`config.mk`:
```
export PLATFORM = sky130hd
export DESIGN_NAME = shift_sequencer_flat
export DESIGN_NICKNAME = d
export VERILOG_FILES = /design/src/rtl/shift_sequencer_pkg.sv /design/src/rtl/shift_sequencer_if.sv /design/src/rtl/shift_seq_checker.sv /design/src/rtl/shift_sequencer.sv /design/src/flat_wrapper.sv
export SDC_FILE = /design/constraint.sdc
export NUM_CORES = 1
export LEC_CHECK = 0
export CAP_MARGIN = 20
export CELL_PAD_IN_SITES_DETAIL_PLACEMENT = 1
export CELL_PAD_IN_SITES_GLOBAL_PLACEMENT = 1
export CORE_UTILIZATION = 32
export DETAILED_ROUTE_END_ITERATION = 12
export PLACE_DENSITY_LB_ADDON = 0.1
export SLEW_MARGIN = 10
export SYNTH_ARGS = -nofsm -noshare
export SYNTH_HDL_FRONTEND = slang
export SYNTH_SLANG_ARGS = --single-unit
```
`constraint.sdc`:
```
create_clock -name clk -period 2.1 [get_ports clk]
set_input_delay 0.42 -clock clk [delete_from_list [all_inputs] [get_ports clk]]
set_output_delay 0.42 -clock clk [all_outputs]
set_load 0.01 [all_outputs]
```
`src/rtl/shift_sequencer_pkg.sv`:
```
// ---------------------------------------------------------------------------
// shift_sequencer_pkg
//   Shared constants for the shift sequencer and the 4-bit universal shift
//   register it drives.
//   - SEL_* : select encoding understood by the shift register
//   - state_t : sequencer FSM states, also exposed on the debug output
//   - shift_sel() : maps a shift direction bit to its select code
// ---------------------------------------------------------------------------
package shift_sequencer_pkg;

    localparam int DEF_WIDTH = 4;
    localparam int DEF_CNT_W = 3;

    localparam logic [1:0] SEL_HOLD = 2'b00;
    localparam logic [1:0] SEL_SHR  = 2'b01;
    localparam logic [1:0] SEL_SHL  = 2'b10;
    localparam logic [1:0] SEL_LOAD = 2'b11;

    typedef enum logic [1:0] {
        IDLE    = 2'd0,
        LOAD    = 2'd1,
        SHIFT   = 2'd2,
        CAPTURE = 2'd3
    } state_t;

    // dir = 0 shifts right, dir = 1 shifts left.
    function automatic logic [1:0] shift_sel(input logic dir);
        return dir ? SEL_SHL : SEL_SHR;
    endfunction

endpackage

```
`src/rtl/shift_sequencer_if.sv`:
```
// ---------------------------------------------------------------------------
// shift_sequencer_if
//   Request channel into the shift sequencer.
//   Handshake: a request transfers on a rising clk edge where
//   req_valid && req_ready. req_data/req_dir/req_count are sampled only at
//   that edge; the requester may change them at any other time. req_ready is
//   high only while the sequencer is idle.
//   Signals:
//     req_valid  requester -> sequencer  request present
//     req_ready  sequencer -> requester  sequencer can accept
//     req_data   requester -> sequencer  value to parallel-load (WIDTH)
//     req_dir    requester -> sequencer  0 = shift right, 1 = shift left
//     req_count  requester -> sequencer  number of shift cycles (CNT_W)
//   Modports: master = requester, slave = sequencer.
// ---------------------------------------------------------------------------
interface shift_sequencer_if #(
    parameter int WIDTH = 4,
    parameter int CNT_W = 3
);
    logic             req_valid;
    logic             req_ready;
    logic [WIDTH-1:0] req_data;
    logic             req_dir;
    logic [CNT_W-1:0] req_count;

    modport master (
        output req_valid,
        output req_data,
        output req_dir,
        output req_count,
        input  req_ready
    );

    modport slave (
        input  req_valid,
        input  req_data,
        input  req_dir,
        input  req_count,
        output req_ready
    );
endinterface

```
`src/rtl/shift_seq_checker.sv`:
```
// ---------------------------------------------------------------------------
// shift_seq_checker
//   Self-check for the shift sequencer. At request acceptance it computes
//   the value the shift register should hold after the requested shifts
//   (zero fill, truncated to WIDTH). When the sequencer is in CAPTURE it
//   compares the register's q against that value and sets a sticky err.
//   Only instantiated when SHIFT_SEQ_CHECK_EN is defined.
//   Ports:
//     clk, reset  rising-edge clock, synchronous active-high reset
//     accept      request handshake this cycle
//     data/dir/count  request fields, valid when accept is high
//     capture     sequencer is in CAPTURE this cycle
//     q_in        shift register output
//     err         sticky mismatch flag, cleared only by reset
// ---------------------------------------------------------------------------
module shift_seq_checker #(
    parameter int WIDTH = 4,
    parameter int CNT_W = 3
) (
    input  logic             clk,
    input  logic             reset,
    input  logic             accept,
    input  logic [WIDTH-1:0] data,
    input  logic             dir,
    input  logic [CNT_W-1:0] count,
    input  logic             capture,
    input  logic [WIDTH-1:0] q_in,
    output logic             err
);

    logic [WIDTH-1:0] expected;

    always_ff @(posedge clk) begin
        if (reset) begin
            expected <= '0;
            err      <= 1'b0;
        end else begin
            if (accept) begin
                // Counts at or beyond WIDTH naturally yield zero.
                expected <= dir ? (data << count) : (data >> count);
            end
            if (capture && (q_in != expected)) begin
                err <= 1'b1;
            end
        end
    end

endmodule

```
`src/rtl/shift_sequencer.sv`:
```
// ---------------------------------------------------------------------------
// shift_sequencer
//   Drives a universal shift register through one request: parallel load,
//   req_count shift cycles in the requested direction, then one hold cycle
//   in which q is captured into result and done pulses.
//   Optional self-check: define SHIFT_SEQ_CHECK_EN to instantiate
//   shift_seq_checker; otherwise err is tied low.
//   Ports:
//     clk, reset  rising-edge clock, synchronous active-high reset
//     req         request channel (shift_sequencer_if.slave)
//     q_in        q output of the shift register
//     b           parallel data to the shift register (registered)
//     select      mode to the shift register (registered)
//     busy        high in every state except IDLE
//     result      captured q, held until the next capture or reset
//     done        one-cycle pulse, result valid in the same cycle
//     err         sticky self-check flag
//     dbg_state   current FSM state
//   Latency (handshake edge ends cycle 0): LOAD in cycle 1, SHIFT in cycles
//   2..count+1, CAPTURE in cycle count+2, done in cycle count+3.
// ---------------------------------------------------------------------------
module shift_sequencer
    import shift_sequencer_pkg::*;
#(
    parameter int WIDTH = DEF_WIDTH,
    parameter int CNT_W = DEF_CNT_W
) (
    input  logic             clk,
    input  logic             reset,
    shift_sequencer_if.slave req,
    input  logic [WIDTH-1:0] q_in,
    output logic [WIDTH-1:0] b,
    output logic [1:0]       select,
    output logic             busy,
    output logic [WIDTH-1:0] result,
    output logic             done,
    output logic             err,
    output state_t           dbg_state
);

    state_t           state;
    logic             dir_r;
    logic [CNT_W-1:0] count_r;
    logic [CNT_W-1:0] remaining;
    logic             accept;

    assign req.req_ready = (state == IDLE);
    assign accept        = req.req_valid && (state == IDLE);
    assign busy          = (state != IDLE);
    assign dbg_state     = state;

    // select/b are set on the edge that enters each state, so the shift
    // register sees a clean value for the whole cycle the state lasts.
    always_ff @(posedge clk) begin
        if (reset) begin
            state     <= IDLE;
            select    <= SEL_HOLD;
            b         <= '0;
            result    <= '0;
            done      <= 1'b0;
            dir_r     <= 1'b0;
            count_r   <= '0;
            remaining <= '0;
        end else begin
            done <= 1'b0;
            case (state)
                IDLE: begin
                    select <= SEL_HOLD;
                    if (accept) begin
                        b       <= req.req_data;
                        dir_r   <= req.req_dir;
                        count_r <= req.req_count;
                        select  <= SEL_LOAD;
                        state   <= LOAD;
                    end
                end
                LOAD: begin
                    if (count_r != '0) begin
                        select    <= shift_sel(dir_r);
                        remaining <= count_r;
                        state     <= SHIFT;
                    end else begin
                        select <= SEL_HOLD;
                        state  <= CAPTURE;
                    end
                end
                SHIFT: begin
                    // Leave on the last shift cycle; remaining never goes
                    // below 1, so the maximum count cannot wrap.
                    if (remaining == CNT_W'(1)) begin
                        select <= SEL_HOLD;
                        state  <= CAPTURE;
                    end else begin
                        remaining <= remaining - CNT_W'(1);
                    end
                end
                CAPTURE: begin
                    result <= q_in;
                    done   <= 1'b1;
                    select <= SEL_HOLD;
                    state  <= IDLE;
                end
                default: begin
                    select <= SEL_HOLD;
                    state  <= IDLE;
                end
            endcase
        end
    end

`ifdef SHIFT_SEQ_CHECK_EN
    shift_seq_checker #(
        .WIDTH (WIDTH),
        .CNT_W (CNT_W)
    ) u_checker (
        .clk     (clk),
        .reset   (reset),
        .accept  (accept),
        .data    (req.req_data),
        .dir     (req.req_dir),
        .count   (req.req_count),
        .capture (state == CAPTURE),
        .q_in    (q_in),
        .err     (err)
    );
`else
    assign err = 1'b0;
`endif

endmodule

```
`src/flat_wrapper.sv`:
```
// flat-port wrapper written by rule: the top's interface ports become plain ports
module shift_sequencer_flat import shift_sequencer_pkg::*;
#(
    parameter int WIDTH = DEF_WIDTH,
    parameter int CNT_W = DEF_CNT_W
)
  (clk, reset, q_in, b, select, busy, result, done, err, dbg_state, req_req_valid, req_req_data, req_req_dir, req_req_count, req_req_ready);
  shift_sequencer_if #(.WIDTH(WIDTH), .CNT_W(CNT_W)) req_i ();
  input  logic clk;
  input  logic reset;
  input  logic [WIDTH-1:0] q_in;
  output logic [WIDTH-1:0] b;
  output logic [1:0] select;
  output logic busy;
  output logic [WIDTH-1:0] result;
  output logic done;
  output logic err;
  output state_t dbg_state;
  input wire logic [$bits(req_i.req_valid)-1:0] req_req_valid;
  input wire logic [$bits(req_i.req_data)-1:0] req_req_data;
  input wire logic [$bits(req_i.req_dir)-1:0] req_req_dir;
  input wire logic [$bits(req_i.req_count)-1:0] req_req_count;
  output wire logic [$bits(req_i.req_ready)-1:0] req_req_ready;
  assign req_i.req_valid = req_req_valid;
  assign req_i.req_data = req_req_data;
  assign req_i.req_dir = req_req_dir;
  assign req_i.req_count = req_req_count;
  assign req_req_ready = req_i.req_ready;
  shift_sequencer #(.WIDTH(WIDTH), .CNT_W(CNT_W)) u_core (.clk(clk), .reset(reset), .req(req_i), .q_in(q_in), .b(b), .select(select), .busy(busy), .result(result), .done(done), .err(err), .dbg_state(dbg_state));
endmodule
```
==> metrics.md <==
| Metric | Value |
|---|---|
| Max H-tree Level | `1` |
| Largest net degree at the start of global routing | `13` |
| Setup violators final | `0` |
| Internal power | `997 µW` |
| Max Cap Viol | `0` |
| Share of cells above drive strength 1 | `8.70%` |
| Fmax | `503 MHz` |
| Vias | `837` |
| FF-to-FF Start | `u_core.dbg_state[1]` |
| GR Layer Usage met2 | `25.5%` |
| Synth cell types | `27` |
| Reg2reg setup slack | `0.32 ns` |
| Io pins | `31` |
| Diodes inserted | `0` |
| DIE WIDTH | `56.0 µm` |
| Crit path to | `req_req_ready` |
| Core Area | `0.00276 mm²` |
| Skew final | `0.00756 ns` |
| Area leader, netlist | `dfxtp_1` |
| Clock tree buffer depth | `2` |
| Synthesis-stage register bit count | `20` |
| Routed Antenna Nets | `0` |
| Crit path launch | `u_core.dbg_state[0]` |
| Most frequent cells in the layout | `clkdlybuf4s50_1, nand2_1, dfxtp_1` |
| Critical path class | `reg -> out` |
| RD Place Congestion | `0.727` |
| Synth top area share | `42.8%` |
| Crit path launch type | `flop` |
| I/O Buffers | `29` |
| Cells on worst reg2reg path | `6` |
| Num CTS Buffers | `3` |
| Met3 Use GR | `3.26%` |
| First-pass GRT wire length | `3.77 mm` |
| Syn_nets | `130` |
| Post-synthesis instance total | `109` |
| Total Routing Usage GR | `14.8%` |
| Worst hold path startpoint | `u_core.b[2]` |
| Max-slew violation count | `0` |
| DRT Wirelength | `2.22 mm` |
| Critical path capture point type | `primary output` |
| Die Y | `56.0 µm` |
| HPWL after detailed placement | `1.72 mm` |
| First DRT Iteration DRCs | `21` |
| Crit path max fanout | `7` |
| Global route overflow | `0` |
| Power, Total | `1540 µW` |
| Largest cells by area after synthesis | `dfxtp_1, ha_1, nand2_1` |
| Vias per inst | `4.95` |
| Worst EP required | `1.68 ns` |
| Peak supply drop | `0.000709 V` |
| Hold Path Class | `reg -> reg` |
| Lkg Pwr | `0.000505 µW` |
| Num rows | `19` |
| RSZ-0062 raised after global routing | `no` |
| Routed WL per cell | `13.1 µm` |
| Vias in the first global route | `869` |
| Nets | `160` |
| Number of hold violations in the final report | `0` |
| Total die area | `0.00314 mm²` |
| Pwr/cell area | `1170 mW/mm²` |
| Sw Share | `35.4%` |
| Tmin final | `1.99 ns` |
| TritonCTS clock tree | `yes` |
| Outcome | `finished, final reports clean` |
| Initial antenna violation count | `0` |
| Power share of the clock group | `20.8%` |
| Clock Latency Late Sink | `0.30 ns` |
| Crit path arrival time | `1.57 ns` |
| Clock sink count | `20` |
| Clk root buf | `clkbuf_4` |
| Synthesized area | `935 µm²` |
| Warnings from Yosys | `0` |
| Number of hold buffers added after cts | `0` |
| Sequential area share after synthesis | `42.8%` |
| Sequential share of power | `34.1%` |
| Average size of a mapped cell | `8.57 µm²` |
| Commonest non-fill, non-tap cell in the layout | `clkdlybuf4s50_1` |
| Clock slew at reported path FFs | `0.13 ns` |
| Comb pwr share | `45.1%` |
| Met1 Usage GRT | `18.5%` |
| Initial Util | `33.9%` |
| First-pass DRT Iterations | `4` |
| Psw | `547 µW` |
| End of the worst register-to-register path | `u_core.remaining[0]` |
| Setup TNS | `0 ns` |
| Gr busiest metal | `met2` |
| DRC violations left | `0` |
| Layout Area Growth over Synthesis | `40.8%` |
| Final worst path period share | `94.6%` |
==> layer usage <==
layer	share of wire, %	vias to the layer above
met5	0	-
met1	48	399
li1	-	418
met4	0.68	0
met2	48	18
met3	3.6	2
==> cells in the mapped netlist <==
cell type   n
clkbuf_1    5
a221oi_1    1
nand3_1     1
a2111oi_0   1
a32o_1      1
mux2i_1     6
nand2b_1    1
inv_1      10
o21ai_1     2
buf_4       1
nor4b_2     1
a311oi_4    1
nand2_1    18
a2bb2oi_1   1
a21oi_1    10
nor2_1     10
o21ai_0     2
a311oi_1    2
or4b_1      1
nor2b_1     1
dfxtp_1    20
conb_1      1
ha_1        6
buf_1       1
nand4b_1    1
nor3_1      3
and2_1      1
==> kinds of logic after synthesis <==
group / Yosys count / share of synthesized area (%)
adders and majority gates: 6 / 8.03
other: 1 / 0.401
buffers and inverters: 17 / 7.23
and+or+nand+nor: 38 / 19.0
AOI/OAI and AO/OA: 21 / 16.1
DFF: 20 / 42.8
muxes: 6 / 6.43
==> repair_timing <==
item / in CTS / in global routing
gates resized for setup: 3 / 1
setup buffers: 0 / 0
setup endpoints to repair: 1 / 1
==> cell type report <==
class	count	area (µm²)
multi-input cells	72	469
inverters	10	37.5
flip-flops and latches	20	403
fillers	338	1440
repair buffers	32	315
clock inverters	1	30.0
well taps	31	38.8
clock buffers	3	22.5
==> per-stage QoR <==
step	instance area (µm²)	cells	hold WS [ns]	util, %	worst slack [ns]
floorplan	935	109	0.444	-	0.434
global placement	1260	165	0.445	45.6	0.298
detailed placement	1260	165	0.455	45.6	0.235
CTS	1310	169	0.476	47.6	0.0101
global route	1320	169	0.489	47.7	0.00309
finish	1320	169	0.467	47.7	0.113
==> how the worst min path moves through the flow <==
stage / endpoint / slack (ns) / cells after the start
6_report: u_core.b[2] / 0.47 / 2
3_3_place_gp: u_core.b[3] / 0.44 / 2
4_1_cts: u_core.b[2] / 0.48 / 2
2_1_floorplan: u_core.dir_r / 0.44 / 2
3_5_place_dp: u_core.b[2] / 0.46 / 2
5_1_grt: u_core.b[0] / 0.49 / 2
==> power groups by stage <==
stage / Clock [µW] / Sequential [µW] / Combinational, µW
3_5_place_dp: 0 / 534 / 700
2_1_floorplan: 0 / 542 / 411
4_1_cts: 327 / 529 / 711
6_report: 321 / 527 / 696
5_1_grt: 341 / 543 / 780
3_3_place_gp: 0 / 527 / 678
==> worst max-delay path: stages, from the launching register on <==
cell and delay (ns):
dfxtp_2 0.37, inv_1 0.10, ha_2 0.24, clkdlybuf4s50_1 0.55
==> state kept, by name, indices dropped and copies added (netlist names) <==
name	count
u_core.b	4
u_core.count_r	3
u_core.dbg_state	2
u_core.dir_r	1
u_core.done	1
u_core.remaining	3
u_core.result	4
u_core.select	2
Note: power is estimated with default switching activity, not from simulation.
